===== config.mk =====
export PLATFORM = sky130hd
export DESIGN_NAME = ex_fwd_scoreboard
export DESIGN_NICKNAME = d
export VERILOG_FILES = /design/src/rtl/ex_fwd_scoreboard.sv
export SDC_FILE = /design/constraint.sdc
export NUM_CORES = 1
export LEC_CHECK = 0
export CAP_MARGIN = 20
export CORE_UTILIZATION = 45
export CTS_BUF_LIST = sky130_fd_sc_hd__clkbuf_8
export CTS_CLUSTER_SIZE = 12
export DETAILED_ROUTE_END_ITERATION = 10
export PLACE_DENSITY = 0.79
export SETUP_SLACK_MARGIN = 0.3
export SLEW_MARGIN = 10
export SYNTH_ARGS = -nofsm -noshare
export SYNTH_HDL_FRONTEND = slang
export SYNTH_SLANG_ARGS = --single-unit

===== constraint.sdc =====
create_clock -name clk -period 3.1 [get_ports clk]
set_clock_uncertainty 0.15 [all_clocks]
set_input_delay 0.31 -clock clk [delete_from_list [all_inputs] [get_ports clk]]
set_output_delay 0.31 -clock clk [all_outputs]
set_load 0.02 [all_outputs]

===== src/rtl/ex_fwd_scoreboard.sv =====
// rtl/ex_fwd_scoreboard.sv - EX-stage operand forwarding unit with load-use hazard tracking
//
// Owns the ID/EX operand register and a DEPTH-entry history of older in-flight
// instructions (Q[1]=MEM, Q[2]=WB, Q[3]=post-WB, ...). For each source operand
// it picks the youngest matching producer result. It also raises a stall when
// an instruction in ID depends on a load whose data is not yet available.
//
// Ports:
//   clk, rst_n     clock (rising edge), asynchronous active-low reset
//   id_valid       ID holds an instruction to issue
//   id_rd, id_wen  destination register and its write enable
//   id_load        instruction in ID is a load
//   id_src_addr    NUM_SRC packed source register addresses
//   id_rf_data     NUM_SRC packed register-file read values
//   flush          kill the instruction entering EX
//   stage_result   DEPTH packed results, stage k at slot k-1
//   stall          ID must hold; EX receives a bubble
//   ex_valid       EX register holds a live instruction
//   ex_operand     NUM_SRC packed forwarded operands
//   ex_fwd_sel     NUM_SRC packed 8-bit selects: 0 = captured value, k = stage k
//   stall_cnt      saturating count of stall cycles
module ex_fwd_scoreboard #(
   parameter int DATA_W   = 32,
   parameter int ADDR_W   = 5,
   parameter int NUM_SRC  = 2,
   parameter int DEPTH    = 3,
   parameter int LOAD_LAT = 1
) (
   input  logic                        clk,
   input  logic                        rst_n,
   input  logic                        id_valid,
   input  logic [ADDR_W-1:0]           id_rd,
   input  logic                        id_wen,
   input  logic                        id_load,
   input  logic [NUM_SRC*ADDR_W-1:0]   id_src_addr,
   input  logic [NUM_SRC*DATA_W-1:0]   id_rf_data,
   input  logic                        flush,
   input  logic [DEPTH*DATA_W-1:0]     stage_result,
   output logic                        stall,
   output logic                        ex_valid,
   output logic [NUM_SRC*DATA_W-1:0]   ex_operand,
   output logic [NUM_SRC*8-1:0]        ex_fwd_sel,
   output logic [15:0]                 stall_cnt
);

   // EX register
   logic              ex_valid_q;
   logic [ADDR_W-1:0] ex_rd;
   logic              ex_wen;
   logic              ex_load;
   logic [ADDR_W-1:0] ex_src [NUM_SRC];
   logic [DATA_W-1:0] ex_val [NUM_SRC];

   // Older in-flight instructions, index = stages past EX
   logic              q_valid [1:DEPTH];
   logic [ADDR_W-1:0] q_rd    [1:DEPTH];
   logic              q_wen   [1:DEPTH];
   logic              q_load  [1:DEPTH];

   logic              load_hit;
   logic              capture;
   logic [DATA_W-1:0] cap_val [NUM_SRC];

   // Register 0 is hard-wired zero, so a producer targeting it never matches.
   function automatic logic match(input logic v, input logic w,
                                  input logic [ADDR_W-1:0] rd,
                                  input logic [ADDR_W-1:0] a);
      return v && w && (rd == a) && (a != '0);
   endfunction

   assign ex_valid = ex_valid_q;

   // Scan oldest to youngest so the youngest matching producer is the last write.
   always_comb begin
      ex_operand = '0;
      ex_fwd_sel = '0;
      for (int i = 0; i < NUM_SRC; i++) begin
         ex_operand[i*DATA_W +: DATA_W] = ex_val[i];
         for (int k = DEPTH; k >= 1; k--) begin
            if (match(q_valid[k], q_wen[k], q_rd[k], ex_src[i])) begin
               ex_operand[i*DATA_W +: DATA_W] = stage_result[(k-1)*DATA_W +: DATA_W];
               ex_fwd_sel[i*8 +: 8]           = 8'(k);
            end
         end
      end
   end

   // A load in EX or in any stage before its data appears blocks a dependent issue.
   always_comb begin
      load_hit = 1'b0;
      for (int i = 0; i < NUM_SRC; i++) begin
         if (ex_load && match(ex_valid_q, ex_wen, ex_rd, id_src_addr[i*ADDR_W +: ADDR_W]))
            load_hit = 1'b1;
         for (int k = 1; k < LOAD_LAT; k++) begin
            if (q_load[k] && match(q_valid[k], q_wen[k], q_rd[k], id_src_addr[i*ADDR_W +: ADDR_W]))
               load_hit = 1'b1;
         end
      end
   end

   assign stall   = id_valid && !flush && load_hit;
   assign capture = id_valid && !flush && !load_hit;

   // The oldest tracked stage writes the RF on the same edge the ID read is
   // captured, so its result is folded into the captured value here.
   always_comb begin
      for (int i = 0; i < NUM_SRC; i++) begin
         cap_val[i] = id_rf_data[i*DATA_W +: DATA_W];
         if (match(q_valid[DEPTH], q_wen[DEPTH], q_rd[DEPTH], id_src_addr[i*ADDR_W +: ADDR_W]))
            cap_val[i] = stage_result[(DEPTH-1)*DATA_W +: DATA_W];
      end
   end

   always_ff @(posedge clk or negedge rst_n) begin
      if (!rst_n) begin
         ex_valid_q <= 1'b0;
         ex_rd      <= '0;
         ex_wen     <= 1'b0;
         ex_load    <= 1'b0;
         for (int i = 0; i < NUM_SRC; i++) begin
            ex_src[i] <= '0;
            ex_val[i] <= '0;
         end
         for (int k = 1; k <= DEPTH; k++) begin
            q_valid[k] <= 1'b0;
            q_rd[k]    <= '0;
            q_wen[k]   <= 1'b0;
            q_load[k]  <= 1'b0;
         end
         stall_cnt <= '0;
      end else begin
         for (int k = DEPTH; k >= 2; k--) begin
            q_valid[k] <= q_valid[k-1];
            q_rd[k]    <= q_rd[k-1];
            q_wen[k]   <= q_wen[k-1];
            q_load[k]  <= q_load[k-1];
         end
         q_valid[1] <= ex_valid_q;
         q_rd[1]    <= ex_rd;
         q_wen[1]   <= ex_wen;
         q_load[1]  <= ex_load;

         ex_valid_q <= capture;
         if (capture) begin
            ex_rd   <= id_rd;
            ex_wen  <= id_wen;
            ex_load <= id_load;
            for (int i = 0; i < NUM_SRC; i++) begin
               ex_src[i] <= id_src_addr[i*ADDR_W +: ADDR_W];
               ex_val[i] <= cap_val[i];
            end
         end

         if (stall && stall_cnt != 16'hFFFF)
            stall_cnt <= stall_cnt + 16'd1;
      end
   end

endmodule

# Yosys cells after proc, flatten, opt, wreduce, memory -nomap -nowiden
# Index checks and enable logic that the tools add are counted.
# word_totals
regBits,119
latchBits,0
ram_bits,0
rom_bits,0
inputBits,181
n_memories,0
# op_classes
addsub,1
n_mul,0
n_div,0
n_lt_le_gt_ge,0
eq_ne,11
shift,0
muxes,16
n_bitwise,0
reduce_logical,36
# ops
cell,n
$mux 32,8
$eq 5x5->1,10
$mux 8,4
$logic_and 1x1->1,30
$reduce_bool 5->1,4
$add 16x1->16 const B,1
$ne 16x16->1 const B,1
$mux 2,2
$logic_not 1->1,2
$mux 1,2

# Logic depth before layout (Yosys ltp)
# Gate-level depths: netlist (run 1).
# logic_depth
word_depth,8
mapped_depth,9
ltp_nobuf,6

# Least setup slack after synthesis (run 1)
# Ideal clock, no wire load.
# synth_timing
kind,register to output
from,register ex_src[6] (netlist name)
to,output port ex_operand[25]
arrival_ns,2.424
setup_slack_ns,0.216
stages_incl_launch_ff,10
n_path_buf,3
cell_sequence,dfrtp_1 -> clkbuf_2 -> xor2_1 -> or4b_1 -> and4bb_1 -> buf_4 -> buf_6 -> nand2_1 -> and3_1 -> o31ai_1
# synth_via
elab_chain_cells,6
word_cells_on_any_way,13
# synth_lines
element,line,rtl
"start, declared",51,logic [ADDR_W-1:0] ex_src [NUM_SRC];
"start signal, assigned by index",149,ex_src[i] <= id_src_addr[i*ADDR_W +: ADDR_W];
$eq 5x5->1,68,return v && w && (rd == a) && (a != '0);
$logic_and 1x1->1 (2 in a row),68,
$mux 32 (2 in a row),80,"if (match(q_valid[k], q_wen[k], q_rd[k], ex_src[i])) begin"
$mux 32 (*),80,
"end, declared",41,"output logic [NUM_SRC*DATA_W-1:0] ex_operand,"
# Every way passes the cells marked *; elsewhere a longest branch is shown, timed or not.

# Worst setup path in the final report (run 1)
# layout_timing
from,register q_rd[1] (netlist name)
to,output port ex_operand[0]
# layout_via
elab_chain_cells,6
# layout_lines
element,line,rtl
"start, declared",56,logic [ADDR_W-1:0] q_rd [1:DEPTH];
"start signal, assigned by index",134,q_rd[k] <= q_rd[k-1];
$eq 5x5->1,68,
$logic_and 1x1->1 (2 in a row),68,
$mux 32 (3 in a row),80,
# Every way passes these cells.

==> run_results.csv, run 1 <==
group,metric,value,unit
critical_path,rr_worst_depth,7,
grt,grt_start_max_net_pins,86,
drt,dr.pass1.iters,4,
grt,grt_pass1_vias,8204,
drt,viasPerCell,5.71,
drt,wl_per_cell,20.3,um
timing,rsz0062_at_grt,"yes",
drt,postRouteAntennaNets,0,
timing,setup_tns,-8.23,ns
timing,relSlewSlack,0.609,
yosys,synth_cells,900,
floorplan,die_area,18500,um2
final_layout,drive_above_1_share,0.302,
clock_tree,clk_path_buf_depth,2,
yosys,syn_area_per_cell,8.98,um2
timing,hold_slack,0.222,ns
yosys,synth-seq-cells,119,
status,violations,"setup timing",
drt,drt_iter0_markers,552,
power,switching_share,0.326,
clock_tree,cts_sinks,119,
floorplan,die_y,136,um
final_layout,insertedDiodeCount,0,
power,vdd_drop_max,0.000292,V
timing,tightest_slew,0.587,ns
floorplan,dieWidth,136,um
timing,finalSetupViolCount,64,
grt,antenna_found_initial,0,
drt,drc,0,
power,p_int,3.42,mW
yosys,synthMostInstantiatedCell,"nand2_1",
critical_path,arrival,2.85,ns
grt,gr-total-overflow,0,
power,switchingPower,1.65,mW
final_layout,nets,1409,
critical_path,worstSetupPathType,"flip-flop to output pin",
placement,dp_hpwl,20100,um
placement,gp_routability_congestion,0.932,
timing,fin_ws,-0.214,ns
yosys,synth.distinct_cells,50,
critical_path,worst_setup_path_start_kind,"flip-flop",
drt,wl,29700,um
clock_tree,cts-root-buf,"clkbuf_8",
drt,vias,8361,
power,fin_total_pwr,5.07,mW
timing,post-route-period-util,1.07,
grt,grt_use_total,0.310,
clock_tree,clkSlewWorstSetupHoldPaths,0.07,ns
timing,maxSlewViolCount,0,
yosys,seq_area_frac_synth,0.369,
critical_path,timing.rr.start,"ex_rd[4]",
min_path,min_path_type,"input port to asynchronous set/reset pin",
critical_path,worstPathMaxFanout,6,
critical_path,rr_endpoint,"stall_cnt[1]",
power,seq_power_share,0.372,
power,comb_power_share,0.346,
yosys,netlist.area_leader.share,0.369,
yosys,async_reset_ff_frac,1.00,
yosys,syn-cell-area,8080,um2
grt,grt_pass1_wl,44100,um
power,powerDensity,398,nW/um2
clock_tree,htreeDepth,4,
timing,finalHoldViolCount,0,
final_layout,area_growth,57.8,%
timing,fmax,302,MHz
status,status,"finished with violations",
yosys,netlist_top_cells_count,"nand2_1 (143), a21oi_1 (130), dfrtp_1 (119), mux2i_1 (96)",
final_layout,fillers,1255,
power,clock_power_share,0.283,
timing,post-route-min-period,3.31,ns
floorplan,std_cell_rows,48,
yosys,ys.flop_type,"dfrtp_1",
clock_tree,cts_tree,"yes",
yosys,synth-edff-count,0,
yosys,ys_top_cells_by_area,"dfrtp_1 (37%), mux2i_1 (12%), a21oi_1 (8.1%)",
critical_path,endpoint_kind,"output pin",
clock_tree,cts_buffers,17,
floorplan,initial_utilization,0.464,
floorplan,core,17400,um2
floorplan,ios,279,
clock_tree,clk_latency,0.44,ns
yosys,synth_warnings,0,
critical_path,crit_required,2.64,ns
critical_path,r2r_setup_slack,0.53,ns
power,leakage,5.48,nW
yosys,netlist.top_cell.by_area,"dfrtp_1",
job,drv_cap,0,
placement,port_buffers,266,
==> how the worst max path moves through the flow <==
stage               cells after the start              to  startpoint  slack (ns)
global route                            9  ex_operand[47]   ex_src[1]       -0.32
floorplan                               8   ex_operand[0]   ex_src[6]        0.33
finish                                  8   ex_operand[0]     q_rd[1]       -0.21
CTS                                     8  ex_operand[18]     q_rd[1]       -0.21
global placement                        8   ex_operand[1]   ex_src[5]       -0.25
detailed placement                      7  ex_operand[47]     q_rd[1]       -0.26
==> stage by stage <==
stage	utilization	instances	instance area (um2)	worst slack, ns
floorplan	-	911	8210	0.334
global placement	0.664	1409	11600	-0.249
detailed placement	0.664	1409	11600	-0.263
CTS	0.699	1454	12200	-0.210
global route	0.732	1465	12700	-0.321
finish	0.732	1465	12700	-0.214
==> layer usage <==
layer	routed length (um)	GRT usage
met2	14600	0.520
met1	12100	0.389
met3	2120	0.0597
met4	901	0.130
met5	0	0
==> flip-flops by register name, indices dropped and copies added (netlist names) <==
register and cells:
q_wen 3, ex_src 10, q_rd 15, ex_val 64, ex_wen 1, ex_rd 5, q_valid 3, stall_cnt 16
ex_valid 1, ex_load 1
==> kinds of logic after synthesis <==
family                     share of synthesized area
buffers and inverters                         0.0602
xor gates and xnor gates                      0.0640
muxes                                          0.195
adders and majority gates                    0.00155
and+or+nand+nor                                0.157
other                                       0.000464
DFF                                            0.369
AOI/OAI and AO/OA                              0.153
==> what timing repair did <==
item | in CTS | in global routing
resized for setup | 384 | 92
pin swaps | 18 | 76
setup endpoints to repair | 69 | 69
hold buffers | 1 | 0
gates cloned | 4 | 4
buffers inserted | 8 | 7
hold endpoints to repair | 34 | 0
==> power by group through the flow <==
stage | Sequential, mW | Combinational [mW] | Clock (mW)
after floorplan | 1.86 | 0.827 | 0
after global placement | 1.89 | 1.60 | 0
after detailed placement | 1.90 | 1.62 | 0
after CTS | 1.87 | 1.62 | 1.44
after global routing | 1.90 | 1.87 | 1.52
final | 1.88 | 1.75 | 1.43
==> worst max-delay path, cell delays in order (launching register included) <==
cell and delay (ns):
dfrtp_1 0.43, xor2_1 0.19, or4b_1 0.50, and4bb_4 0.46
clkbuf_16 0.21, nand2_2 0.06, and3_4 0.18, o31ai_1 0.18
buf_2 0.20
==> layout by cell type (no fill, tap or decap), types with 10 or more instances in the layout <==
cell type / instances
clkdlybuf4s50_1: 196
a21oi_1: 128
nand2_1: 123
dfrtp_1: 115
buf_4: 98
mux2i_1: 95
nor2_1: 39
buf_6: 33
o21ai_1: 32
and3_4: 32
buf_2: 30
xor2_1: 28
mux2_4: 28
xnor2_1: 26
o31ai_4: 20
clkbuf_8: 18
nand2_2: 17
buf_12: 16
nand3_1: 13
conb_1: 12
mux2_2: 11
o31ai_2: 11
nor3_1: 10
==> area by class of cell <==
| cell class | count | area (um2) | share of cell area |
|---|---|---|---|
| clock inverters | 14 | 151 | 0.0119 |
| inverters | 7 | 26.3 | 0.00206 |
| flip-flops and latches | 119 | 2980 | 0.234 |
| clock buffers | 18 | 248 | 0.0194 |
| multi-input cells | 701 | 5330 | 0.418 |
| repair buffers | 381 | 3720 | 0.292 |
| well taps | 225 | 282 | 0.0221 |
No activity file was read; power rests on OpenSTA's default activity.
==> run 2: changes to the inputs <==
clock period = 3.7 ns   (was 3.1 ns; I/O delays follow)
==> run_results.csv, run 2 (synthesis gave the netlist of run 1 again) <==
group,metric,value,unit
drt,drc,0,
critical_path,worstSetupPathType,"flip-flop to output pin",
min_path,min_path_type,"flip-flop to flip-flop",
status,status,"finished, final reports clean",
drt,wl,27900,um
floorplan,die_y,136,um
critical_path,critPathCapture,"ex_operand[61]",
power,powerDensity,349,nW/um2
timing,post-route-min-period,3.40,ns
drt,vias,7917,
timing,rsz0062_at_grt,"yes",
clock_tree,clk_path_buf_depth,2,
drt,postRouteAntennaNets,0,
drt,viasPerCell,5.64,
floorplan,die_area,18500,um2
placement,port_buffers,266,
final_layout,finalCoreUtilization,0.678,
critical_path,timing.rr.start,"ex_rd[2]",
timing,setup_tns,0,ns
final_layout,layout_common_cells,"clkdlybuf4s50_1 (197), a21oi_1 (130), nand2_1 (129), dfrtp_1 (108), mux2i_1 (96)",
final_layout,final_common_cell,"clkdlybuf4s50_1",
drt,dr.pass1.iters,5,
drt,drt_iter0_markers,443,
clock_tree,cts-root-buf,"clkbuf_8",
grt,gr-total-overflow,0,
timing,fmax,294,MHz
critical_path,endpoint_kind,"output pin",
power,vdd_drop_max,0.000260,V
job,drv_cap,0,
clock_tree,clk_latency,0.44,ns
final_layout,largest_reg_flops,64,
timing,relSlewSlack,0.542,
critical_path,rr_worst_depth,7,
floorplan,core,17400,um2
final_layout,nets,1348,
grt,grt_start_max_net_pins,84,
critical_path,arrival,2.88,ns
floorplan,ios,279,
critical_path,critical_path.top_delay_family,"simple AND/OR/NAND/NOR gates",
timing,tightest_slew,0.688,ns
floorplan,initial_utilization,0.464,
critical_path,critPathMaxStageDelay,0.62,ns
clock_tree,cts_buffers,17,
grt,antenna_found_initial,0,
timing,finalHoldViolCount,0,
clock_tree,clkSlewWorstSetupHoldPaths,0.08,ns
final_layout,top_register,"ex_val",
critical_path,crit_buf_inv,3,
critical_path,rr_endpoint,"stall_cnt[1]",
timing,maxSlewViolCount,0,
critical_path,worstPathMaxFanout,17,
critical_path,cp.depth,8,
floorplan,dieWidth,136,um
clock_tree,htreeDepth,4,
placement,dp_hpwl,18300,um
critical_path,crit_chain,"inv_2, a221o_1, or4_4, buf_16, mux2_4, mux2i_1, o21ai_1, dlygate4sd2_1",
critical_path,worst_setup_path_start_kind,"flip-flop",
grt,grt_use_total,0.300,
critical_path,r2r_setup_slack,1.11,ns
placement,gp_routability_congestion,0.878,
grt,grt_pass1_vias,7625,
critical_path,slowest_stage,"or4_4",
final_layout,drive_above_1_share,0.226,
final_layout,top_regs,"ex_val x64, stall_cnt x16, q_rd x15",
final_layout,insertedDiodeCount,0,
drt,wl_per_cell,19.9,um
critical_path,crit_required,3.18,ns
timing,hold_slack,0.230,ns
grt,grt_pass1_wl,42300,um
timing,finalSetupViolCount,0,
floorplan,std_cell_rows,48,
clock_tree,cts_sinks,119,
power,leakage,5.12,nW
clock_tree,cts_tree,"yes",
final_layout,area_growth,46.2,%
critical_path,cp-startpoint,"q_rd[4]",
timing,post-route-period-util,0.920,
[run 2: how the worst min path moves through the flow]
stage | from | end | slack (ns) | cells after the start
2_1_floorplan | rst_n | ex_load | -0.08 | 0
3_3_place_gp | q_valid[2] | q_valid[1] | 0.21 | 0
3_5_place_dp | q_valid[1] | q_valid[0] | 0.21 | 0
4_1_cts | q_valid[1] | q_valid[0] | 0.23 | 0
5_1_grt | q_valid[2] | q_valid[1] | 0.24 | 0
6_report | q_valid[2] | q_valid[1] | 0.23 | 0
[run 2: metrics by stage]
stage	total power, mW	cells	setup slack, ns	instance area, um2
floorplan	2.24	911	0.756	8120
global placement	2.83	1342	0.292	10900
detailed placement	2.84	1342	0.262	10900
CTS	4.07	1391	0.143	11400
global route	4.35	1404	0.172	11800
finish	4.13	1404	0.296	11800
[run 2: what timing repair did]
action	CTS	global route
endpoints found under the hold margin	46	0
endpoints found under the setup margin	68	67
pin swaps	4	38
gates cloned	5	0
hold buffers	1	0
gates resized for setup	216	150
setup buffers	11	13
[run 2: per-layer routing]
| layer | wire length, um | track usage |
|---|---|---|
| met5 | 0 | 0 |
| met4 | 898 | 0.121 |
| met3 | 2120 | 0.0690 |
| met2 | 13200 | 0.486 |
| met1 | 11700 | 0.385 |
[run 2: power by group]
part	internal, mW	leakage (nW)	switching [mW]
sequential	1.45	1.38	0.138
combinational	0.658	3.53	0.601
clock	0.682	0.213	0.593
total	2.79	5.12	1.33
[run 2: area by class of cell]
cell class              instances  area (um2)
inverters                       7        26.3
multi-input cells             701        4980
clock inverters                15         190
fillers                      1400        5610
clock buffers                  17         234
flip-flops and latches        119        2990
repair buffers                320        3110
well taps                     225         282
[run 2: worst reg2reg max path: stages, from the launching register on]
cell and delay [ns]:
dfrtp_1 0.45, xnor2_1 0.17, nand3_1 0.09, or4_1 0.52, a21o_2 0.26, buf_12 0.23, nor2_1 0.24, mux2_2 0.36
